## src/rtl/sram_like_pkg.sv

```systemverilog
// Shared types for the SRAM-like data-side responder: size encodings and the
// response FIFO entry layout.
package sram_like_pkg;

  typedef enum logic [1:0] {
    SIZE_B = 2'd0,
    SIZE_H = 2'd1,
    SIZE_W = 2'd2
  } size_e;

  typedef struct packed {
    logic        wr;
    logic [3:0]  timer;
    logic        data_vld;
    logic [31:0] data;
  } rsp_entry_t;

endpackage

```

## src/rtl/sram_like_rsp_fifo.sv

```systemverilog
// In-order response FIFO: holds outstanding entries, ages their latency timers
// and captures RAM read data on the cycle after each handshake.
module sram_like_rsp_fifo
  import sram_like_pkg::*;
#(
  parameter int unsigned DEPTH   = 2,
  parameter int unsigned LATENCY = 2,
  parameter int unsigned CNT_W   = $clog2(DEPTH + 1)
) (
  input  logic             clk,
  input  logic             reset,
  input  logic             push,
  input  logic             push_wr,
  input  logic             pop,
  input  logic [31:0]      ram_rdata,
  output logic [CNT_W-1:0] count,
  output rsp_entry_t       head
);

  localparam int unsigned PTR_W = (DEPTH > 1) ? $clog2(DEPTH) : 1;
  localparam logic [3:0] TIMER_INIT = 4'(LATENCY - 1);

  rsp_entry_t       ent_q [DEPTH];
  logic [DEPTH-1:0] vld_q;
  logic [PTR_W-1:0] wr_ptr_q, rd_ptr_q, cap_ptr_q;
  logic             cap_q;
  logic [CNT_W-1:0] count_q;

  function automatic logic [PTR_W-1:0] next_ptr(input logic [PTR_W-1:0] p);
    return (32'(p) == DEPTH - 1) ? '0 : p + 1'b1;
  endfunction

  always_ff @(posedge clk) begin
    if (reset) begin
      vld_q     <= '0;
      wr_ptr_q  <= '0;
      rd_ptr_q  <= '0;
      cap_ptr_q <= '0;
      cap_q     <= 1'b0;
      count_q   <= '0;
      for (int i = 0; i < DEPTH; i++) ent_q[i] <= '0;
    end else begin
      cap_q     <= push;
      cap_ptr_q <= wr_ptr_q;
      for (int i = 0; i < DEPTH; i++) begin
        if (vld_q[i] && ent_q[i].timer != 4'd0) ent_q[i].timer <= ent_q[i].timer - 4'd1;
      end
      // RAM data for the entry pushed last cycle is valid now.
      if (cap_q) begin
        ent_q[cap_ptr_q].data_vld <= 1'b1;
        if (!ent_q[cap_ptr_q].wr) ent_q[cap_ptr_q].data <= ram_rdata;
      end
      if (pop) begin
        vld_q[rd_ptr_q] <= 1'b0;
        rd_ptr_q        <= next_ptr(rd_ptr_q);
      end
      if (push) begin
        ent_q[wr_ptr_q] <= '{wr: push_wr, timer: TIMER_INIT, data_vld: 1'b0, data: 32'h0};
        vld_q[wr_ptr_q] <= 1'b1;
        wr_ptr_q        <= next_ptr(wr_ptr_q);
      end
      if (push && !pop) count_q <= count_q + 1'b1;
      else if (pop && !push) count_q <= count_q - 1'b1;
    end
  end

  assign count = count_q;
  assign head  = ent_q[rd_ptr_q];

endmodule

```

## src/rtl/sram_like_data_responder.sv

```systemverilog
// Responder end of the CPU data-side SRAM-like interface: accepts requests onto
// a synchronous RAM and returns one in-order data_ok per request after LATENCY.
module sram_like_data_responder
  import sram_like_pkg::*;
#(
  parameter int unsigned ADDR_W  = 14,
  parameter int unsigned DEPTH   = 2,
  parameter int unsigned LATENCY = 2
) (
  input  logic              clk,
  input  logic              reset,
  input  logic              data_sram_req,
  input  logic              data_sram_wr,
  input  logic [1:0]        data_sram_size,
  input  logic [3:0]        data_sram_wstrb,
  input  logic [31:0]       data_sram_addr,
  input  logic [31:0]       data_sram_wdata,
  output logic              data_sram_addr_ok,
  output logic              data_sram_data_ok,
  output logic [31:0]       data_sram_rdata,
  input  logic              stall_req,
  input  logic              stall_rsp,
  output logic              ram_en,
  output logic [3:0]        ram_we,
  output logic [ADDR_W-1:0] ram_addr,
  output logic [31:0]       ram_wdata,
  input  logic [31:0]       ram_rdata
);

  localparam int unsigned CNT_W = $clog2(DEPTH + 1);

  logic [CNT_W-1:0] count;
  rsp_entry_t       head;
  logic             hs;
  logic             issue;

  // No bypass from a same-cycle pop: a full FIFO never accepts.
  assign data_sram_addr_ok = !reset && !stall_req && (count < CNT_W'(DEPTH));
  assign hs                = data_sram_req && data_sram_addr_ok;

  assign ram_en    = hs;
  assign ram_we    = (hs && data_sram_wr) ? data_sram_wstrb : 4'b0000;
  assign ram_addr  = data_sram_addr[ADDR_W+1:2];
  assign ram_wdata = data_sram_wdata;

  assign issue = !reset && (count != '0) && (head.timer == 4'd0) && head.data_vld && !stall_rsp;
  assign data_sram_data_ok = issue;
  assign data_sram_rdata   = (issue && !head.wr) ? head.data : 32'h0;

  // Size and byte offset are informational; wstrb selects bytes.
  logic unused_bits;
  assign unused_bits = ^{data_sram_size, data_sram_addr[31:ADDR_W+2], data_sram_addr[1:0]};

  sram_like_rsp_fifo #(
    .DEPTH  (DEPTH),
    .LATENCY(LATENCY),
    .CNT_W  (CNT_W)
  ) u_rsp_fifo (
    .clk      (clk),
    .reset    (reset),
    .push     (hs),
    .push_wr  (data_sram_wr),
    .pop      (issue),
    .ram_rdata(ram_rdata),
    .count    (count),
    .head     (head)
  );

endmodule

```

## config.mk

```make
export PLATFORM = sky130hd
export DESIGN_NAME = sram_like_data_responder
export DESIGN_NICKNAME = d
export VERILOG_FILES = /design/src/rtl/sram_like_pkg.sv /design/src/rtl/sram_like_rsp_fifo.sv /design/src/rtl/sram_like_data_responder.sv
export SDC_FILE = /design/constraint.sdc
export NUM_CORES = 1
export LEC_CHECK = 0
export BUFFER_PORTS_ARGS = -buffer_cell sky130_fd_sc_hd__buf_2
export CAP_MARGIN = 20
export CORE_MARGIN = 2
export CORE_UTILIZATION = 29
export DETAILED_ROUTE_END_ITERATION = 7
export GPL_ROUTABILITY_DRIVEN = 0
export PLACE_DENSITY = 0.53
export SLEW_MARGIN = 15
export SYNTH_ARGS = -nofsm -noshare
export SYNTH_HDL_FRONTEND = slang
export SYNTH_SLANG_ARGS = --single-unit
```

## constraint.sdc

```tcl
create_clock -name clk -period 1.9 [get_ports clk]
set_input_delay 0.19 -clock clk [delete_from_list [all_inputs] [get_ports clk]]
set_output_delay 0.19 -clock clk [all_outputs]
set_load 0.01 [all_outputs]
```

==> results of run 1 <==
[cell type report]
cell class,count,area share
clock buffers,12,0.04403
clock inverters,4,0.008270
inverters,10,0.006705
multi-input cells,337,0.4097
flip-flops and latches,85,0.3089
well taps,184,0.04113
repair buffers,119,0.1813
[per-stage QoR]
step	hold WS [ns]	setup WS, ns	power [uW]
2_1_floorplan	0.3237	0.0005292	2154
3_3_place_gp	0.3801	-0.0009482	2176
3_5_place_dp	0.3801	-0.03515	2183
4_1_cts	0.08962	-0.06104	3949
5_1_grt	0.09185	-0.1968	4066
6_report	0.1008	-0.1064	3905
[path summary, 6_finish.rpt]
kind / startpoint / endpoint / slack [ns]
setup / recovery: flop / data_sram_rdata[23] / -0.11
hold / removal: ram_rdata[3] / u_rsp_fifo.ent_q[1][3]$_SDFFE_PP0P_ / 0.10
setup reg to reg: flop / u_rsp_fifo.count[1]$_SDFFE_PP0P_ / 0
hold reg to reg: u_rsp_fifo.ent_q[0][5]$_SDFFE_PP0P_ / u_rsp_fifo.ent_q[0][5]$_SDFFE_PP0P_ / 0.47
[metal layers]
metal | routed length, microns | up-vias
met5 | 0 | -
met2 | 5313 | 92
met1 | 5098 | 1753
met4 | 253 | 0
met3 | 610 | 32
li1 | - | 1792
[what timing repair did]
action | 4_1_cts | 5_1_grt
gates cloned | 3 | 0
resized for setup | 84 | 38
endpoints found under the setup margin | 37 | 38
endpoints found under the hold margin | 0 | 0
setup buffers | 5 | 3
pin swaps | 34 | 3
[report_power, final]
group	internal, uW	leakage (uW)	switching (uW)
sequential	1830	0.000694	32.3
clock	1050	0.000147	681
combinational	135	0.00127	178
[registers in the layout, indices dropped and copies added (netlist names), named ones only]
name and cells:
u_rsp_fifo.cap_ptr_q 1, u_rsp_fifo.ent_q 76, u_rsp_fifo.rd_ptr_q 1, u_rsp_fifo.vld_q 2, u_rsp_fifo.cap_q 1, u_rsp_fifo.count 2
u_rsp_fifo.wr_ptr_q 1
[critical path, stage by stage, from the launching register on]
cell and delay, ns:
dfxtp_4 0.37, nor4b_4 0.28, a22oi_2 0.09, nand3b_1 0.18
buf_6 0.17, buf_8 0.15, nor2_2 0.10, buf_2 0.14
[cells by family (layout without fill, tap and decap cells)]
group,Yosys count,in the layout,share of synthesized area
AND/OR/NAND/NOR,204,204,0.2403
buffers and inverters,96,145,0.1381
AO/OA/AOI/OAI,85,85,0.1100
flip-flops,85,85,0.3993
multiplexers,35,35,0.08154
XOR/XNOR,8,8,0.01625
adder cells (fa/ha/maj),5,5,0.01451
[cell usage after synthesis, types with 2 or more instances]
cell / n
xnor2_1: 5
o21ai_0: 3
and3_1: 7
o311a_1: 2
buf_4: 46
nor2_1: 78
o31a_1: 2
dfxtp_1: 83
a21oi_1: 69
nor3_1: 3
ha_1: 5
edfxtp_1: 2
buf_1: 3
nand3_1: 33
clkbuf_1: 12
buf_6: 5
a211oi_1: 2
inv_1: 10
nor3b_1: 33
nor2b_1: 2
buf_2: 19
xor2_1: 3
mux2i_1: 34
nand2_1: 36
==> flow_summary.yaml, run 1 <==
run_status:
  outcome: "finished with violations"
  violations: "setup timing"
clock_network:
  clockBufferDepth: 2
  tritoncts: "built"
  clk_latency_ns: 0.33
  clock_sinks: 85
  holdBufCountCts: 0
  cts.htree.levels: 3
  clk_pin_slew_ns: 0.06
  root_buffer: "clkbuf_16"
  cts_made_buffers: 9
global_routing:
  antenna_found_initial: 0
  grt_overflow: 0
  gr-usage-met3: 0.04376
  met2_usage: 0.2340
  grt_pass1_vias: 3565
  top_usage_layer: "met2"
  grt_first_pass_wirelength_microns: 18000
  grtUsageTotal: 0.1420
  grt_max_degree: 46
  grt.met1_usage: 0.1748
synth:
  yosys_most_used_dff: "dfxtp_1"
  synth_warnings: 0
  synth.cell_area_sq_um: 4312
  ys_seq_elements: 85
  synth.top_cells.by_area: "dfxtp_1 39%, a21oi_1 8.0%, buf_4 8.0%, mux2i_1 7.9%, nor2_1 6.8%"
  synth_top_cell_by_area: "dfxtp_1"
  avgSynthCellArea_sq_um: 8.324
  postSynthCellCount: 518
  syn-num-nets: 631
  synth-edff-count: 2
  yosysUniqueCellTypes: 45
  ys_seq_area_frac: 0.3993
  yosys.area.top_type_share: 0.3854
  async_flop_share: 0
sta:
  grt_setup_unrepaired: "yes"
  max_slew_margin: 0.6846
  hold_viol: 0
  period_needed_ns: 2.006
  tns_ns: -1.747
  finalMaxSlewViolations: 0
  timing.final.crit_share: 1.056
  finalSetupViolations: 33
  fmax_ghz: 0.4984
  fin_skew_ns: 0.005147
  fin_ws_ns: -0.1064
  tightest_slew_ns: 0.4725
route:
  dr.pass1.iters: 4
  drt_iter0_markers: 142
  vias: 3669
  route.final.wire_length_microns: 11280
  drt.antenna.violating_nets: 0
  drc: 0
  viasPerCell: 4.885
  wl_per_cell_microns: 15.01
finish:
  postLayoutCoreUtil: 0.3852
  final_cell_area_sq_um: 5598
  regArea_sq_um: 1729
  layout_common_cells: "79 x dfxtp_1, 68 x a21oi_1, 54 x buf_2, 47 x nor2_1, 36 x nand2_1"
  diodes: 0
  fin_cells: 751
  multi_input_area_sq_um: 2293
  areaGrowthSynthToFinish_pct: 29.83
  nets: 675
  drive_gt1_frac: 0.3386
  fillCellCount: 1483
  layout_commonest_cell: "dfxtp_1"
floorplanning:
  io_pins: 193
  die_y_microns: 125.9
  core_sq_um: 14530
  die_x_microns: 125.9
  fp-row-count: 44
  die_area_sq_um: 15860
  initial_core_util: 0.2967
run:
  cap_viol_max_count: 0
critical_path:
  critPathKind: "flop to output port"
  worstPathRequired_ns: 1.71
  r2r_cells: 9
  critPathLaunchType: "flop"
  worstPathArrival_ns: 1.82
  crit_fanout: 7
  cp-end-kind: "output port"
hold_path:
  hold_class: "primary input to flop"
  min_path_cells: 3
placed_design:
  post-dp-hpwl_microns: 7091
  dp.cells: 724
  io_buffers: 80
  placed_cell_area_sq_um: 4698
pwr:
  pwr_density_cell_nw_per_um2: 697.6
  vdd_drop_max_uv: 562.5
  leakage_uw: 0.002107
Power figures use the tool's default switching activity.
==> run 2: changes to the inputs <==
BUFFER_PORTS_ARGS = -buffer_cell sky130_fd_sc_hd__clkbuf_2   (was -buffer_cell sky130_fd_sc_hd__buf_2)
==> run 2 against run 1 <==
Compared with the run above:
- the flow still finishes with violations (setup timing)
- worst setup slack better by 0.065 ns
- count of clock-buffer cells in the layout rose by 1
- non-clock buffer count up 1
- cell count rose by 0.13%
- die area unchanged
- global-route usage shrank 0.24 points
- worst hold slack worse by 0.0097 ns
- largest cell class unchanged
- critical path depth unchanged
- sequential share of layout area grew 0.63 points
- via count grew 0.11%
- combinational power is 2% lower
==> flow_summary.yaml, run 2 (synthesis results as in run 1) <==
global_routing:
  grtUsageTotal: 0.1396
  grt_pass1_vias: 3609
  grt_overflow: 0
  antenna_found_initial: 0
  grt_first_pass_wirelength_microns: 17920
  grt_max_degree: 57
sta:
  timing.final.crit_share: 1.022
  fin_skew_ns: 0.008471
  fin_ws_ns: -0.04179
  grt_setup_unrepaired: "yes"
  finalSetupViolations: 31
  finalMaxSlewViolations: 0
  tightest_slew_ns: 0.5685
  period_needed_ns: 1.942
  fmax_ghz: 0.5150
  max_slew_margin: 0.6201
  hold_viol: 0
critical_path:
  crit_fanout: 8
  cp-end-kind: "output port"
  worstPathArrival_ns: 1.75
  path_depth: 7
  reg2reg_to: "u_rsp_fifo.count[1]$_SDFFE_PP0P_"
  critPathKind: "flop to output port"
  r2r_slack_ns: 0.06
  r2r_start: "u_rsp_fifo.ent_q[0][36]$_SDFFE_PP0P_"
  worst-path-buf-inv: 4
  crit_path_end: "data_sram_rdata[31]"
  critPathLaunchType: "flop"
  cp_slowest_stage_delay_ns: 0.40
  worstPathRequired_ns: 1.71
  cp_top_family: "buffers and inverters"
  cp_cell_sequence: "buf_12 -> mux2i_2 -> nand3b_1 -> buf_6 -> buf_12 -> nor2_4 -> buf_6"
  r2r_cells: 9
  crit_slowest_cell: "dfxtp_2"
finish:
  nets: 676
  largest_register_ffs: 76
  layout_common_cells: "80 x dfxtp_1, 68 x a21oi_1, 55 x nor2_1, 48 x clkbuf_2, 36 x nand2_1"
  drive_gt1_frac: 0.3187
  regMostFlops: "u_rsp_fifo.ent_q"
  diodes: 0
  areaGrowthSynthToFinish_pct: 26.96
  layout_commonest_cell: "dfxtp_1"
run_status:
  violations: "setup timing"
  outcome: "finished with violations"
clock_network:
  root_buffer: "clkbuf_16"
  clk_latency_ns: 0.33
  cts_made_buffers: 9
  clk_pin_slew_ns: 0.06
  holdBufCountCts: 0
  tritoncts: "built"
  clockBufferDepth: 2
  clock_sinks: 85
  cts.htree.levels: 3
route:
  dr.pass1.iters: 4
  route.final.wire_length_microns: 11270
  viasPerCell: 4.884
  wl_per_cell_microns: 14.99
  drc: 0
  drt_iter0_markers: 175
  drt.antenna.violating_nets: 0
  vias: 3673
floorplanning:
  io_pins: 193
  die_x_microns: 125.9
  initial_core_util: 0.2967
  core_sq_um: 14530
  die_area_sq_um: 15860
  die_y_microns: 125.9
  fp-row-count: 44
run:
  cap_viol_max_count: 0
placed_design:
  post-dp-hpwl_microns: 7249
  io_buffers: 80
  place_ws_ns: -0.05088
hold_path:
  worstHoldStart: "ram_rdata[29]"
  hold_class: "primary input to flop"
pwr:
  leakage_uw: 0.002117
  total_power_uw: 4272
  pwr_density_cell_nw_per_um2: 780.3
  vdd_drop_max_uv: 378.9
==> run 2: worst reg2reg max path, stage by stage, from the launching register on <==
cell and delay (ns):
dfxtp_2 0.33, nor4b_4 0.28, a22oi_2 0.09, buf_4 0.16
nor2b_4 0.12, inv_2 0.05, ha_4 0.15, xor2_1 0.14
or3_4 0.33, a21oi_2 0.13
==> run 2: power by group <==
part | switching (uW) | internal (uW) | total [uW]
clock | 703 | 1400 | 2110
combinational | 175 | 131 | 306
sequential | 32.1 | 1830 | 1860
total | 909 | 3360 | 4270
==> run 2: area by class of cell <==
class | instances | area [sq um]
Clock buffer | 13 | 271.5
Tap cell | 184 | 230.2
Sequential cell | 85 | 1725
Fill cell | 1488 | 9060
Clock inverter | 3 | 90.09
Inverter | 10 | 37.54
Timing Repair Buffer | 120 | 895.9
Multi-Input combinational cell | 337 | 2223
==> run 2: worst min path at each step <==
stage                     cells past startpoint                              endpoint  slack, ns
after floorplan                               2  u_rsp_fifo.ent_q[0][10]$_SDFFE_PP0P_       0.32
after global placement                        0                         ram_wdata[20]       0.38
after detailed placement                      0                         ram_wdata[20]       0.38
after CTS                                     3   u_rsp_fifo.ent_q[0][1]$_SDFFE_PP0P_       0.08
after global routing                          3  u_rsp_fifo.ent_q[0][24]$_SDFFE_PP0P_       0.08
final                                         3  u_rsp_fifo.ent_q[0][29]$_SDFFE_PP0P_       0.09
==> run 2: stage by stage <==
stage | util | TNS [ns] | area, sq um | hold WS, ns | std cells
2_1_floorplan | - | 0 | 4335 | 0.3237 | 518
3_3_place_gp | 0.3212 | -0.02893 | 4668 | 0.3801 | 725
3_5_place_dp | 0.3212 | -0.05822 | 4668 | 0.3801 | 725
4_1_cts | 0.3637 | -2.724 | 5286 | 0.08096 | 746
5_1_grt | 0.3766 | -3.565 | 5474 | 0.08314 | 752
6_report | 0.3766 | -0.8623 | 5474 | 0.09108 | 752
==> run 2: per-layer routing <==
layer | vias to the layer above | share of wire | GRT usage
met4 | 0 | 0.013 | 0.04137
met5 | - | 0 | 0
met1 | 1759 | 0.47 | 0.1804
met2 | 91 | 0.47 | 0.2302
li1 | 1799 | - | -
met3 | 24 | 0.045 | 0.03568
==> run 2: what timing repair did <==
item                                   in CTS  in global routing
endpoints found under the hold margin       0                  0
resized for setup                          60                 59
pin swaps                                  21                  4
buffers inserted                            3                  6
setup endpoints to repair                  37                 37
gates cloned                                2                  0
